--- src/rtl/mem_ctrl.sv ---
// Byte-serial memory controller: arbitrates the instruction-fetch and
// store/load-buffer clients onto the 8-bit RAM/IO port, sequencing
// little-endian bytes and absorbing the one-cycle RAM read latency.
module mem_ctrl #(
  parameter logic [1:0] IO_SEL = 2'b11
) (
  input  logic        clk_in,
  input  logic        rst_in,
  input  logic        rdy_in,
  input  logic        control_hazard,
  input  logic        if_req,
  input  logic [31:0] if_addr,
  output logic        if_done,
  output logic [31:0] if_data,
  input  logic        slb_req,
  input  logic        slb_wr,
  input  logic [1:0]  slb_size,
  input  logic [31:0] slb_addr,
  input  logic [31:0] slb_wdata,
  output logic        slb_done,
  output logic [31:0] slb_rdata,
  input  logic [7:0]  mem_din,
  output logic [7:0]  mem_dout,
  output logic [31:0] mem_a,
  output logic        mem_wr,
  input  logic        io_buffer_full
);

  typedef enum logic [1:0] {IDLE, READ, WRITE, DONE} state_t;

  state_t      r_state;
  state_t      w_state_next;
  logic [2:0]  r_cnt;
  logic [2:0]  w_cnt_next;
  logic [31:0] r_base;
  logic [31:0] r_wdata;
  logic [2:0]  r_n;
  logic        r_owner_slb;
  logic        r_is_wr;
  logic        r_is_io;
  logic        r_if_done;
  logic        r_slb_done;
  logic [31:0] r_if_data;
  logic [31:0] r_slb_rdata;
  // The RAM keeps clocking while we are frozen, so the byte that belonged to
  // the previous address is saved on the first frozen edge and used instead
  // of mem_din on the first active edge afterwards.
  logic [7:0]  r_hold;
  logic        r_frozen;

  logic        w_accept_slb;
  logic        w_accept_if;
  logic        w_capture;
  logic        w_enter_done;
  logic        w_kill;
  logic        w_stall;
  logic [2:0]  w_slb_n;
  logic [7:0]  w_din;

  assign if_done   = r_if_done;
  assign slb_done  = r_slb_done;
  assign if_data   = r_if_data;
  assign slb_rdata = r_slb_rdata;

  assign w_din   = r_frozen ? r_hold : mem_din;
  assign w_stall = r_is_io && io_buffer_full;
  // Flush cancels anything without side effects: IF reads and non-IO loads.
  assign w_kill  = control_hazard && (r_state != IDLE) &&
                   (!r_owner_slb || (!r_is_wr && !r_is_io));

  // Decode SLB access size into a byte count (size 3 behaves as a word).
  always_comb begin
    w_slb_n = 3'd4;
    case (slb_size)
      2'd0:    w_slb_n = 3'd1;
      2'd1:    w_slb_n = 3'd2;
      default: w_slb_n = 3'd4;
    endcase
  end

  // State register and byte counter.
  always_ff @(posedge clk_in) begin
    if (!rst_in) begin
      r_state <= IDLE;
      r_cnt   <= 3'd0;
    end else if (rdy_in) begin
      r_state <= w_state_next;
      r_cnt   <= w_cnt_next;
    end
  end

  // Next-state logic plus the RAM port drive for the current byte.
  always_comb begin
    w_state_next = r_state;
    w_cnt_next   = r_cnt;
    w_accept_slb = 1'b0;
    w_accept_if  = 1'b0;
    w_capture    = 1'b0;
    w_enter_done = 1'b0;
    mem_a        = 32'd0;
    mem_dout     = 8'd0;
    mem_wr       = 1'b0;
    case (r_state)
      IDLE: begin
        w_cnt_next = 3'd0;
        if (!control_hazard) begin
          if (slb_req) begin
            w_accept_slb = 1'b1;
            w_state_next = slb_wr ? WRITE : READ;
          end else if (if_req) begin
            w_accept_if  = 1'b1;
            w_state_next = READ;
          end
        end
      end
      READ: begin
        // Address phase for bytes 0..N-1, then one extra cycle to capture
        // the last byte while the address bus returns to zero.
        if (r_cnt < r_n) begin
          mem_a = r_base + {29'd0, r_cnt};
        end
        w_capture = (r_cnt != 3'd0);
        if (r_cnt == r_n) begin
          w_state_next = DONE;
          w_enter_done = 1'b1;
          w_cnt_next   = 3'd0;
        end else begin
          w_cnt_next = r_cnt + 3'd1;
        end
      end
      WRITE: begin
        mem_a = r_base + {29'd0, r_cnt};
        case (r_cnt[1:0])
          2'd0:    mem_dout = r_wdata[7:0];
          2'd1:    mem_dout = r_wdata[15:8];
          2'd2:    mem_dout = r_wdata[23:16];
          default: mem_dout = r_wdata[31:24];
        endcase
        if (!w_stall) begin
          mem_wr = 1'b1;
          if (r_cnt == r_n - 3'd1) begin
            w_state_next = DONE;
            w_enter_done = 1'b1;
            w_cnt_next   = 3'd0;
          end else begin
            w_cnt_next = r_cnt + 3'd1;
          end
        end
      end
      default: begin
        w_state_next = IDLE;
        w_cnt_next   = 3'd0;
      end
    endcase
    if (w_kill) begin
      w_state_next = IDLE;
      w_cnt_next   = 3'd0;
      w_enter_done = 1'b0;
      w_capture    = 1'b0;
    end
    if (!rdy_in) begin
      mem_wr = 1'b0;
    end
  end

  // Request latching, byte assembly and done pulses.
  always_ff @(posedge clk_in) begin
    if (!rst_in) begin
      r_base      <= 32'd0;
      r_wdata     <= 32'd0;
      r_n         <= 3'd0;
      r_owner_slb <= 1'b0;
      r_is_wr     <= 1'b0;
      r_is_io     <= 1'b0;
      r_if_done   <= 1'b0;
      r_slb_done  <= 1'b0;
      r_if_data   <= 32'd0;
      r_slb_rdata <= 32'd0;
      r_hold      <= 8'd0;
      r_frozen    <= 1'b0;
    end else if (rdy_in) begin
      r_frozen <= 1'b0;
      if (w_accept_slb) begin
        r_base      <= slb_addr;
        r_n         <= w_slb_n;
        r_wdata     <= slb_wdata;
        r_owner_slb <= 1'b1;
        r_is_wr     <= slb_wr;
        r_is_io     <= (slb_addr[17:16] == IO_SEL);
        if (!slb_wr) begin
          r_slb_rdata <= 32'd0;
        end
      end else if (w_accept_if) begin
        r_base      <= if_addr;
        r_n         <= 3'd4;
        r_wdata     <= 32'd0;
        r_owner_slb <= 1'b0;
        r_is_wr     <= 1'b0;
        r_is_io     <= (if_addr[17:16] == IO_SEL);
        r_if_data   <= 32'd0;
      end
      if (w_capture) begin
        if (r_owner_slb) begin
          case (r_cnt)
            3'd1:    r_slb_rdata[7:0]   <= w_din;
            3'd2:    r_slb_rdata[15:8]  <= w_din;
            3'd3:    r_slb_rdata[23:16] <= w_din;
            default: r_slb_rdata[31:24] <= w_din;
          endcase
        end else begin
          case (r_cnt)
            3'd1:    r_if_data[7:0]   <= w_din;
            3'd2:    r_if_data[15:8]  <= w_din;
            3'd3:    r_if_data[23:16] <= w_din;
            default: r_if_data[31:24] <= w_din;
          endcase
        end
      end
      if (w_enter_done) begin
        if (r_owner_slb) begin
          r_slb_done <= 1'b1;
        end else begin
          r_if_done <= 1'b1;
        end
      end else if (r_state == DONE) begin
        r_if_done  <= 1'b0;
        r_slb_done <= 1'b0;
      end
    end else begin
      if (!r_frozen) begin
        r_hold <= mem_din;
      end
      r_frozen <= 1'b1;
    end
  end

endmodule

--- config.mk ---
export PLATFORM = sky130hd
export DESIGN_NAME = mem_ctrl
export DESIGN_NICKNAME = d
export VERILOG_FILES = /design/src/rtl/mem_ctrl.sv
export SDC_FILE = /design/constraint.sdc
export NUM_CORES = 1
export LEC_CHECK = 0
export ABC_CLOCK_PERIOD_IN_PS = 3500
export CAP_MARGIN = 15
export CORE_MARGIN = 4
export CORE_UTILIZATION = 35
export CTS_CLUSTER_DIAMETER = 60
export CTS_CLUSTER_SIZE = 12
export DETAILED_ROUTE_END_ITERATION = 16
export SYNTH_ARGS = -nofsm -noshare
export SYNTH_HDL_FRONTEND = slang
export SYNTH_SLANG_ARGS = --single-unit
--- constraint.sdc ---
create_clock -name clk_in -period 3.5 [get_ports clk_in]
set_input_delay 0.875 -clock clk_in [delete_from_list [all_inputs] [get_ports clk_in]]
set_output_delay 0.875 -clock clk_in [all_outputs]
set_load 0.005 [all_outputs]
==> impl_summary.md <==
Synth
The cell type with the highest aggregate area in the netlist is sky130_fd_sc_hd__dfxtp_1. The count of distinct cell types in the synthesized netlist is 60. Of the synthesized area, sequential elements account for 41.27%.

The commonest register cell after synthesis is sky130_fd_sc_hd__dfxtp_1. The register bit total from synthesis is 150. The synthesized net count is 973. Sorting the synthesized cells by area gives the leading types as sky130_fd_sc_hd__dfxtp_1 41%, sky130_fd_sc_hd__mux2i_1 5.4%, sky130_fd_sc_hd__nor2_1 5.2%. The async set or reset register ratio after synthesis is 0%. Of the post-synthesis cell area, the dominant cell type holds 41.27%. The number of enable-type register cells in the synthesized netlist is 0. The mapped netlist covers 7277 µm².

The synthesis warning total is 0. Counting every instance in the synthesized netlist gives 840. The average instance area after synthesis is 8.663 µm².

Worst setup path
The number of buffers and inverters on the critical path is 4. For the worst setup path, the data required time is 2.62 ns. STA classifies the critical path startpoint as a flip-flop. The signal on the critical path passes through ha_4 -> inv_2 -> fa_2 -> nor2b_4 -> o2111ai_2 -> buf_4 -> buf_6 -> or4_4 -> a21oi_4 -> buf_2. The peak per-stage delay on the critical path is 0.49 ns.

The element type at the critical path end is an output port. The slowest stage of the critical path belongs to the cell sky130_fd_sc_hd__or4_4. The logic depth of the worst setup path including buffers is 10.

At the worst endpoint, the arrival time is 2.64 ns. The largest fanout on the critical path is 4. On the critical path the largest part of the delay comes from simple AND/OR/NAND/NOR gates.

The number of cells on the worst reg-to-reg path is 8. The class of the most critical setup path is reg -> out.

GRT
The first-pass GRT wire length is 38,560 µm. The aggregate global routing overflow is 0. The number of global-route vias before repair is 7,029. The initial antenna violation count is 1. Entering global routing, the biggest net connects 67 pins. The total global routing track utilization is 20.36%.

Drt
The pre-antenna-repair detailed-routing pass consisted of 5 iterations. The violation count after the first detailed-routing iteration is 465. The average wire per standard cell is 17.92 µm. After detailed routing, the total wire length is 24,230 µm.

The count of nets left with antenna violations once routing finished came out at 0. The routed layout has 7,198 vias. The number of remaining DRC errors is 0.

The ratio of routed vias to standard cells is 5.324.

STA
The post-layout worst setup margin is -0.01197 ns. The worst path uses 100.3% of the clock period. In this run the tightest slew margin relative to its limit is 24.42%. Across the routed clock network, the largest skew measured is 0.01741 ns. The number of setup violations in the final report is 1. The transition time at the pin with the least slew margin is 1.129 ns. The shortest period the worst path allows is 3.512 ns. The hold violation count in the final report was 0. The achievable frequency is 284.7 MHz.

Final hold analysis gives a worst-case slack of 0.4673 ns. Setup repair after global routing could not meet its margin everywhere. The max-slew violation count is 0.

CTS
The clock drives 150 sinks. Clock latency on the worst-skew pair, taken at its later pin, is 0.43 ns. Buffers inserted during clock tree synthesis total 17. The hold-fix buffer count after cts is 0.

TritonCTS built the clock tree. The longest clock path from root to sink contains 2 buffers. After clock tree synthesis, the clock-pin slew on the worst setup and hold paths is 0.07 ns.

The deepest level of the CTS H-tree is 4. The cell at the root of the clock tree is sky130_fd_sc_hd__clkbuf_16.

Place
Counting tap cells, the placed design contains a total of 1,304 instances. After detailed placement, the total cell area comes to 9891 µm². The congestion estimate from routability-driven global placement came to 0.8451. The placed wire-length estimate after detailed placement is 16,800 µm. The total of buffers placed on input and output ports is 220.

Cells and area
From synthesis to final layout, the design area changed by 48.64%. After routing the design area is 10,820 µm². The post-route netlist has 15.43% of its cells at a drive strength greater than 1. The count of cells in the finished layout, fillers not included, comes to 1,352. The most common cell after layout, fill and taps aside is sky130_fd_sc_hd__clkdlybuf4s50_1. The number of nets in the final layout is 1,202. Leaving out fill and tap cells, the most frequent cells in the layout are 196 x sky130_fd_sc_hd__clkdlybuf4s50_1, 146 x sky130_fd_sc_hd__dfxtp_1, 98 x sky130_fd_sc_hd__nor2_1.

The number of diodes is 0.

Flow run
Across the run, the number of max-cap violations was 0.

Floorplanning
The core box area is 20,360 µm². 221 I/O pins were placed. The die area is 23,160 µm². Row generation in the floorplan step produced 52 rows. The die is 152.2 µm wide.

Once the floorplan was initialized, standard cells occupied 35.73% of the core. In this run the vertical extent of the chip is 152.2 µm.

Pwr
In this run the static leakage power is 4.089 nW. The worst-case IR drop observed on VDD is 251.2 µV. The total design power is 4.352 mW.

The power density of the placed cells is 402.3 nW/µm².

Run status
The flow ran to the end, but the final reports show violations. The final reports fail on negative setup slack.

Min path
The path class of the tightest hold or removal check is reg -> reg. The number of stages on the worst hold path is 1.
-- through the flow --
| step | TNS, ns | util, % | setup slack, ns |
|---|---|---|---|
| after CTS | -0.06400 | 52.57 | -0.03241 |
| after global routing | -0.7603 | 53.12 | -0.1201 |
| after global placement | 0 | 48.57 | 0.01176 |
| after detailed placement | 0 | 48.57 | 0.01608 |
| after floorplan | 0 | - | 0.3849 |
| final | -0.01197 | 53.12 | -0.01197 |
-- cells by family (layout without fill, tap and decap cells) --
logic type | after synthesis | in the layout | synth area share, %
compound gates | 225 | 225 | 22.13
simple gates | 302 | 302 | 20.65
flops | 150 | 150 | 41.27
xor+xnor | 10 | 10 | 1.410
buf+inv | 87 | 329 | 4.573
fa+ha+maj | 19 | 19 | 3.370
mux | 47 | 47 | 6.602
-- path summary, 6_finish.rpt --
kind	startpoint	end	slack, ns
hold reg to reg	slb_rdata[6]	slb_rdata[6]	0.47
hold / removal	slb_rdata[6]	slb_rdata[6]	0.47
setup / recovery	r_base[0]	mem_a[22]	-0.01
setup reg to reg	r_cnt[0]	if_data[26]	0.98
-- synthesized netlist by cell type (10+ instances only) --
cell                          n
sky130_fd_sc_hd__clkbuf_1    59
sky130_fd_sc_hd__nor3_1      10
sky130_fd_sc_hd__mux2i_1     39
sky130_fd_sc_hd__ha_1        18
sky130_fd_sc_hd__a211oi_1    32
sky130_fd_sc_hd__inv_1       20
sky130_fd_sc_hd__nand2_1     46
sky130_fd_sc_hd__a21oi_1     55
sky130_fd_sc_hd__dfxtp_1    150
sky130_fd_sc_hd__and2_1      11
sky130_fd_sc_hd__a22oi_1     34
sky130_fd_sc_hd__o2bb2ai_1   13
sky130_fd_sc_hd__o21ai_0     17
sky130_fd_sc_hd__o31ai_1     15
sky130_fd_sc_hd__nor2_1     100
sky130_fd_sc_hd__or4_1       12
sky130_fd_sc_hd__nand3_1     52
sky130_fd_sc_hd__nand2b_1    18
-- cell type report --
cell class | count | area (µm²)
Fill cell | 1910 | 9548
Multi-Input combinational cell | 603 | 4220
Sequential cell | 150 | 3008
Timing Repair Buffer | 276 | 2579
Clock buffer | 17 | 425.4
Tap cell | 270 | 337.8
Clock inverter | 15 | 166.4
Inverter | 21 | 80.08
-- state kept, by name (all words and copies together), names as in the netlist --
register / cells
if_data: 32
if_done: 1
r_base: 32
r_cnt: 3
r_frozen: 1
r_hold: 8
r_is_io: 1
r_is_wr: 1
r_n: 3
r_owner_slb: 1
r_state: 2
r_wdata: 32
slb_done: 1
slb_rdata: 32
-- metal layers --
| metal | global-route usage [%] | wire length [µm] |
|---|---|---|
| met4 | 5.565 | 324 |
| met3 | 6.731 | 1888 |
| met1 | 26.34 | 10780 |
| met2 | 32.73 | 11230 |
| met5 | 0 | 13 |
-- report_power, final --
part	internal (mW)	switching [mW]	total, mW	leakage [nW]
sequential	1.78	0.0661	1.84	1.22
clock	1.01	0.833	1.85	0.290
combinational	0.322	0.343	0.664	2.58
total	3.11	1.24	4.35	4.09
-- timing repair --
| item | CTS | global route |
|---|---|---|
| buffers inserted | 13 | 3 |
| cloned | 1 | 0 |
| resized for setup | 104 | 27 |
| setup endpoints to repair | 30 | 29 |
| pin swaps | 19 | 13 |
| hold endpoints to repair | 0 | 0 |
No activity file was read; power rests on OpenSTA's default activity.
